==> src/rtl/tia_audio_channel.sv <==
//==============================================================================
// Module   : tia_audio_channel
// Purpose  : One TIA-style audio channel. A 5-bit frequency divider produces
//            waveform ticks; each tick advances a 9-bit waveform register in
//            the mode chosen by AUDC. Bit 0 of that register gates AUDV onto
//            the 4-bit audio output.
// Revision : 1.0 - initial release
//==============================================================================
`default_nettype none

module tia_audio_channel (
    input  logic        clk,
    input  logic        rst,
    input  logic [19:0] opcode,
    output logic [8:0]  shiftReg,
    output logic [3:0]  audio_out
);

    // Waveform families decoded from AUDC
    localparam logic [2:0] c_KIND_SIL  = 3'd0;
    localparam logic [2:0] c_KIND_P4   = 3'd1;
    localparam logic [2:0] c_KIND_P5   = 3'd2;
    localparam logic [2:0] c_KIND_P9   = 3'd3;
    localparam logic [2:0] c_KIND_TONE = 3'd4;

    logic [3:0] w_audc;
    logic [4:0] w_audf;
    logic [3:0] w_audv;
    logic       w_unused_rsvd;

    logic [4:0] r_fcnt;
    logic [4:0] r_tcnt;
    logic [8:0] r_sr;

    logic       w_tick;
    logic [2:0] w_kind;
    logic [4:0] w_tlim;      // tone divisor minus one
    logic [8:0] w_sr_nxt;
    logic [4:0] w_tcnt_nxt;

    assign w_audc        = opcode[3:0];
    assign w_audf        = opcode[8:4];
    assign w_audv        = opcode[12:9];
    assign w_unused_rsvd = ^opcode[19:13];

    // Compare with >= so a lowered AUDF immediately forces a tick
    assign w_tick = (r_fcnt >= w_audf);

    // Decode AUDC into waveform family and tone divisor
    always_comb begin
        w_kind = c_KIND_SIL;
        w_tlim = 5'd0;
        case (w_audc)
            4'd0, 4'd11:                    w_kind = c_KIND_SIL;
            4'd1:                           w_kind = c_KIND_P4;
            4'd2, 4'd3, 4'd7, 4'd9, 4'd15:  w_kind = c_KIND_P5;
            4'd8:                           w_kind = c_KIND_P9;
            4'd4, 4'd5: begin
                w_kind = c_KIND_TONE;
                w_tlim = 5'd0;
            end
            4'd12, 4'd13: begin
                w_kind = c_KIND_TONE;
                w_tlim = 5'd2;
            end
            4'd6, 4'd10: begin
                w_kind = c_KIND_TONE;
                w_tlim = 5'd14;
            end
            4'd14: begin
                w_kind = c_KIND_TONE;
                w_tlim = 5'd30;
            end
            default:                        w_kind = c_KIND_SIL;
        endcase
    end

    // Next waveform/tone-counter state, applied only on a tick
    always_comb begin
        w_sr_nxt   = r_sr;
        w_tcnt_nxt = r_tcnt;
        case (w_kind)
            c_KIND_SIL: begin
                w_sr_nxt = 9'h1FF;
            end
            c_KIND_P4: begin
                // An all-zero field would lock up the LFSR; reseed it instead
                if (r_sr[3:0] == 4'h0)
                    w_sr_nxt[3:0] = 4'hF;
                else
                    w_sr_nxt[3:0] = {r_sr[0] ^ r_sr[1], r_sr[3:1]};
            end
            c_KIND_P5: begin
                if (r_sr[4:0] == 5'h00)
                    w_sr_nxt[4:0] = 5'h1F;
                else
                    w_sr_nxt[4:0] = {r_sr[0] ^ r_sr[2], r_sr[4:1]};
            end
            c_KIND_P9: begin
                if (r_sr == 9'h000)
                    w_sr_nxt = 9'h1FF;
                else
                    w_sr_nxt = {r_sr[0] ^ r_sr[4], r_sr[8:1]};
            end
            c_KIND_TONE: begin
                if (r_tcnt >= w_tlim) begin
                    w_tcnt_nxt  = 5'd0;
                    w_sr_nxt[0] = ~r_sr[0];
                end else begin
                    w_tcnt_nxt = r_tcnt + 5'd1;
                end
            end
            default: begin
                w_sr_nxt = 9'h1FF;
            end
        endcase
    end

    // Divider, tone counter and waveform register
    always_ff @(posedge clk) begin
        if (rst) begin
            r_fcnt <= 5'd0;
            r_tcnt <= 5'd0;
            r_sr   <= 9'h1FF;
        end else begin
            if (w_tick) begin
                r_fcnt <= 5'd0;
                r_sr   <= w_sr_nxt;
                r_tcnt <= w_tcnt_nxt;
            end else begin
                r_fcnt <= r_fcnt + 5'd1;
            end
        end
    end

    assign shiftReg  = r_sr;
    assign audio_out = r_sr[0] ? w_audv : 4'd0;

endmodule

`default_nettype wire

==> config.mk <==
export PLATFORM = sky130hd
export DESIGN_NAME = tia_audio_channel
export DESIGN_NICKNAME = d
export VERILOG_FILES = /design/src/rtl/tia_audio_channel.sv
export SDC_FILE = /design/constraint.sdc
export NUM_CORES = 1
export LEC_CHECK = 0
export BUFFER_PORTS_ARGS = -buffer_cell sky130_fd_sc_hd__buf_4
export CELL_PAD_IN_SITES_DETAIL_PLACEMENT = 1
export CELL_PAD_IN_SITES_GLOBAL_PLACEMENT = 1
export CORE_MARGIN = 2
export CORE_UTILIZATION = 41
export CTS_CLUSTER_DIAMETER = 100
export DETAILED_ROUTE_END_ITERATION = 10
export GPL_TIMING_DRIVEN = 1
export HOLD_SLACK_MARGIN = 0.06
export PLACE_DENSITY_LB_ADDON = 0.1
export SLEW_MARGIN = 10
export SYNTH_ARGS = -nofsm -noshare
export SYNTH_HDL_FRONTEND = slang
export SYNTH_SLANG_ARGS = --single-unit
==> constraint.sdc <==
create_clock -name clk -period 3.9 [get_ports clk]
set_clock_uncertainty 0.05 [all_clocks]
set_input_delay 0.39 -clock clk [delete_from_list [all_inputs] [get_ports clk]]
set_output_delay 0.39 -clock clk [all_outputs]
set_load 0.02 [all_outputs]
==> run_summary.xml <==
<?xml version="1.0" encoding="UTF-8"?>
<metrics>
  <group name="outcome">
    <metric name="result_of_the_run" unit="">finished, final reports clean</metric>
  </group>
  <group name="critical_path">
    <metric name="cell_breakdown_of_the_critical_path" unit="">buf_4 -&gt; nor2b_1 -&gt; o21ai_0 -&gt; ha_1 -&gt; a21o_1 -&gt; a21oi_1 -&gt; nor2b_1 -&gt; nand3_1 -&gt; o31ai_1</metric>
    <metric name="critical_path_required" unit="ns">4.08</metric>
    <metric name="timing.setup.critical_path_class" unit="">input port to register</metric>
    <metric name="reg2reg_setup_slack" unit="ns">1.84</metric>
    <metric name="crit_slowest_cell" unit="">ha_1</metric>
    <metric name="cp_top_family" unit="">compound AO/OA/AOI/OAI gates</metric>
    <metric name="critPathMaxFanout" unit="">13</metric>
    <metric name="worst_setup_path_start_kind" unit="">input port</metric>
    <metric name="reg2reg_launch_point" unit="">shiftReg[0]</metric>
    <metric name="worstSetupEndpointType" unit="">register</metric>
    <metric name="r2r-end" unit="">shiftReg[3]</metric>
    <metric name="crit_top_cell" unit="">nor2b_1</metric>
    <metric name="max_stage_delay" unit="ns">0.34</metric>
    <metric name="cp_num_buf_inv" unit="">1</metric>
    <metric name="rr_worst_depth" unit="">7</metric>
    <metric name="cp.arrival" unit="ns">2.41</metric>
  </group>
  <group name="global_route">
    <metric name="overflow" unit="">0</metric>
    <metric name="first_global_vias" unit="">1356</metric>
    <metric name="grt_start_max_net_pins" unit="">22</metric>
    <metric name="grt_first_pass_wirelength" unit="mm">5.996</metric>
    <metric name="grt_use_total" unit="%">18.89</metric>
    <metric name="antenna_found_initial" unit="">0</metric>
  </group>
  <group name="logic_synthesis">
    <metric name="synth-edff-count" unit="">0</metric>
    <metric name="ys_ff_latch" unit="">19</metric>
    <metric name="syn_nets" unit="">200</metric>
    <metric name="synth.distinct_cells" unit="">48</metric>
    <metric name="synth_cells" unit="">166</metric>
    <metric name="synth_top_flop_cell" unit="">dfxtp_1</metric>
    <metric name="part_of_the_yosys_area_used_for_sequential_elements" unit="%">27.34</metric>
    <metric name="synthesis.area_per_instance" unit="um^2">8.382</metric>
    <metric name="syn_area" unit="um^2">1391</metric>
    <metric name="synthArstFlopShare" unit="%">0</metric>
    <metric name="synthesis.yosys.warnings" unit="">0</metric>
  </group>
  <group name="timing">
    <metric name="tightestPinTransition" unit="ns">0.5899</metric>
    <metric name="grt_setup_unrepaired" unit="">no</metric>
    <metric name="slew_headroom" unit="%">60.26</metric>
    <metric name="finalHoldViolations" unit="">0</metric>
    <metric name="fmax" unit="MHz">446.8</metric>
    <metric name="fin_crit" unit="ns">2.238</metric>
    <metric name="final.period_utilization" unit="%">57.38</metric>
    <metric name="fin_setup_tns" unit="ns">0</metric>
    <metric name="finalSetupViolCount" unit="">0</metric>
    <metric name="slew_viol_final" unit="">0</metric>
  </group>
  <group name="pwr">
    <metric name="power.share.sequential" unit="%">50.7</metric>
    <metric name="post-layout-total-power" unit="uW">413.7</metric>
    <metric name="combPwrFrac" unit="%">24.3</metric>
    <metric name="leak_pwr" unit="uW">0.0006916</metric>
    <metric name="power.clock.fraction" unit="%">24.9</metric>
    <metric name="power_density" unit="nW/um^2">251.4</metric>
    <metric name="ir_worst_vdd" unit="V">0.0001083</metric>
    <metric name="cellInternalPower" unit="uW">284.4</metric>
    <metric name="power.share.switching" unit="%">31.26</metric>
    <metric name="power_switching" unit="uW">129.3</metric>
  </group>
  <group name="clock_tree">
    <metric name="cts_tree" unit="">done</metric>
    <metric name="clock-sinks" unit="">19</metric>
    <metric name="tritoncts.num_buffers" unit="">3</metric>
    <metric name="cts.repair_timing.setup_buffer_count" unit="">0</metric>
    <metric name="cts_htree_levels" unit="">1</metric>
    <metric name="clk_pin_slew" unit="ns">0.11</metric>
    <metric name="cts_hold_repair.buffers" unit="">0</metric>
    <metric name="max-clock-path-buffers" unit="">2</metric>
    <metric name="worstSkewPairLatency" unit="ns">0.30</metric>
    <metric name="postCtsResizedCells" unit="">0</metric>
    <metric name="ctsRootBufferMaster" unit="">clkbuf_4</metric>
  </group>
  <group name="placement">
    <metric name="postPlaceCellArea" unit="um^2">1618</metric>
    <metric name="port-buffer-count" unit="">27</metric>
    <metric name="post-place-cells" unit="">232</metric>
    <metric name="place_hpwl" unit="mm">2.795</metric>
    <metric name="gp_congestion" unit="">0.8001</metric>
  </group>
  <group name="worst_hold_path">
    <metric name="hold_class" unit="">input port to register</metric>
    <metric name="hold_depth" unit="">2</metric>
    <metric name="min_to" unit="">r_tcnt[1]</metric>
    <metric name="min_from" unit="">rst</metric>
  </group>
  <group name="routing">
    <metric name="route.antenna.remaining_nets" unit="">0</metric>
    <metric name="detail_route.wl_per_cell" unit="um">14.50</metric>
    <metric name="detail_route.iter0.violations" unit="">33</metric>
    <metric name="via_per_inst" unit="">5.534</metric>
    <metric name="route.final.wire_length" unit="mm">3.421</metric>
    <metric name="dr_total_vias" unit="">1306</metric>
    <metric name="drc_errors_left" unit="">0</metric>
    <metric name="detail_route.first_pass.iterations" unit="">4</metric>
  </group>
  <group name="floorplan">
    <metric name="die_area" unit="um^2">3876</metric>
    <metric name="die_height" unit="um">62.26</metric>
    <metric name="start_util" unit="%">42.36</metric>
    <metric name="design.portCount" unit="">35</metric>
    <metric name="floorplan.die.width" unit="um">62.26</metric>
    <metric name="placeableCoreArea" unit="um^2">3284</metric>
    <metric name="row_count" unit="">21</metric>
  </group>
  <group name="cells_and_area">
    <metric name="final_core_utilization" unit="%">50.10</metric>
    <metric name="synthToLayoutAreaGrowth" unit="%">18.26</metric>
    <metric name="insertedDiodeCount" unit="">0</metric>
    <metric name="filler_cell_count" unit="">416</metric>
    <metric name="instances_no_fill" unit="">236</metric>
    <metric name="post_route_cells_drive_above_1_share" unit="%">23.68</metric>
    <metric name="final_cell_area" unit="um^2">1645</metric>
    <metric name="top_library_cells_by_usage_in_the_layout_fill_and_taps_aside" unit="">buf_4, dfxtp_1, inv_1, a21oi_1, ha_1</metric>
    <metric name="finish.net_count" unit="">225</metric>
    <metric name="final_common_cell" unit="">buf_4</metric>
  </group>
  <group name="run">
    <metric name="reported_max_cap_violation_count" unit="">0</metric>
  </group>
</metrics>
-- metal layers --
| metal | routed length [um] | share of wire [%] | vias to the layer above | global-route usage (%) |
|---|---|---|---|---|
| li1 | - | - | 655 | - |
| met1 | 1496 | 44 | 630 | 21.92 |
| met2 | 1809 | 53 | 16 | 35.73 |
| met3 | 72 | 2.1 | 5 | 2.536 |
| met4 | 42 | 1.2 | 0 | 5.833 |
| met5 | 0 | 0 | - | 0 |
-- how the worst max path moves through the flow --
stage	to	startpoint	cells after the start	slack, ns
finish	r_tcnt[0]	opcode[1]	9	1.66
global route	r_tcnt[0]	opcode[2]	8	1.41
CTS	r_tcnt[0]	opcode[1]	9	1.68
detailed placement	r_tcnt[0]	opcode[1]	9	1.33
global placement	r_tcnt[0]	opcode[1]	9	1.41
floorplan	r_tcnt[0]	opcode[0]	9	1.68
-- final cells by class --
cell class	count	area [um^2]	share of cell area, %
Clock buffer	3	22.52	1.369
Clock inverter	1	5.005	0.3042
Inverter	16	60.06	3.650
Multi-Input combinational cell	124	917.1	55.74
Sequential cell	19	380.4	23.12
Tap cell	46	57.56	3.498
Timing Repair Buffer	27	202.7	12.32
-- state kept, by name, indices dropped and copies added (netlist names) --
| signal | count |
|---|---|
| shiftReg | 9 |
| r_fcnt | 5 |
| r_tcnt | 5 |
-- kinds of logic (layout without fill, tap and decap cells) --
group | after synthesis | in the layout | synth area share [%]
adders and majority gates | 12 | 12 | 10.79
buffers and inverters | 23 | 47 | 6.745
DFF | 19 | 19 | 27.34
xor gates and xnor gates | 6 | 6 | 3.778
muxes | 5 | 5 | 3.597
AOI/OAI and AO/OA | 43 | 43 | 22.30
and+or+nand+nor | 58 | 58 | 25.45
-- worst register-to-register path, cell delays in order, from the launching register on --
cell      delay (ns)
dfxtp_1         0.44
inv_1           0.13
ha_1            0.20
or4b_4          0.52
o21ai_4         0.26
nor2_1          0.07
a211oi_1        0.22
a211o_2         0.13
-- per-stage QoR --
step           hold slack (ns)  setup slack [ns]
2_1_floorplan           0.3797             1.684
3_3_place_gp            0.4016             1.408
3_5_place_dp            0.4169             1.334
4_1_cts                 0.3523             1.680
5_1_grt                 0.3641             1.406
6_report                0.3582             1.662
-- cells in the mapped netlist (4+ instances only) --
| library cell | number | area [um^2] |
|---|---|---|
| and2_1 | 5 | 31.28 |
| ha_1 | 12 | 150.1 |
| nand3_1 | 11 | 55.05 |
| nand2_1 | 6 | 22.52 |
| dfxtp_1 | 19 | 380.4 |
| a21oi_1 | 12 | 60.06 |
| inv_1 | 16 | 60.06 |
| nor2_1 | 10 | 37.54 |
| nor3_1 | 4 | 20.02 |
| mux2i_1 | 5 | 50.05 |
| o21ai_0 | 6 | 30.03 |
-- power groups by stage --
stage                     Sequential (uW)  Combinational (uW)  Clock, uW
after global routing                  211                 111        120
after floorplan                       214                66.4          0
final                                 210                 101        103
after global placement                214                96.2          0
after detailed placement              214                 102          0
after CTS                             210                 102        107
No activity file was read; power rests on OpenSTA's default activity.
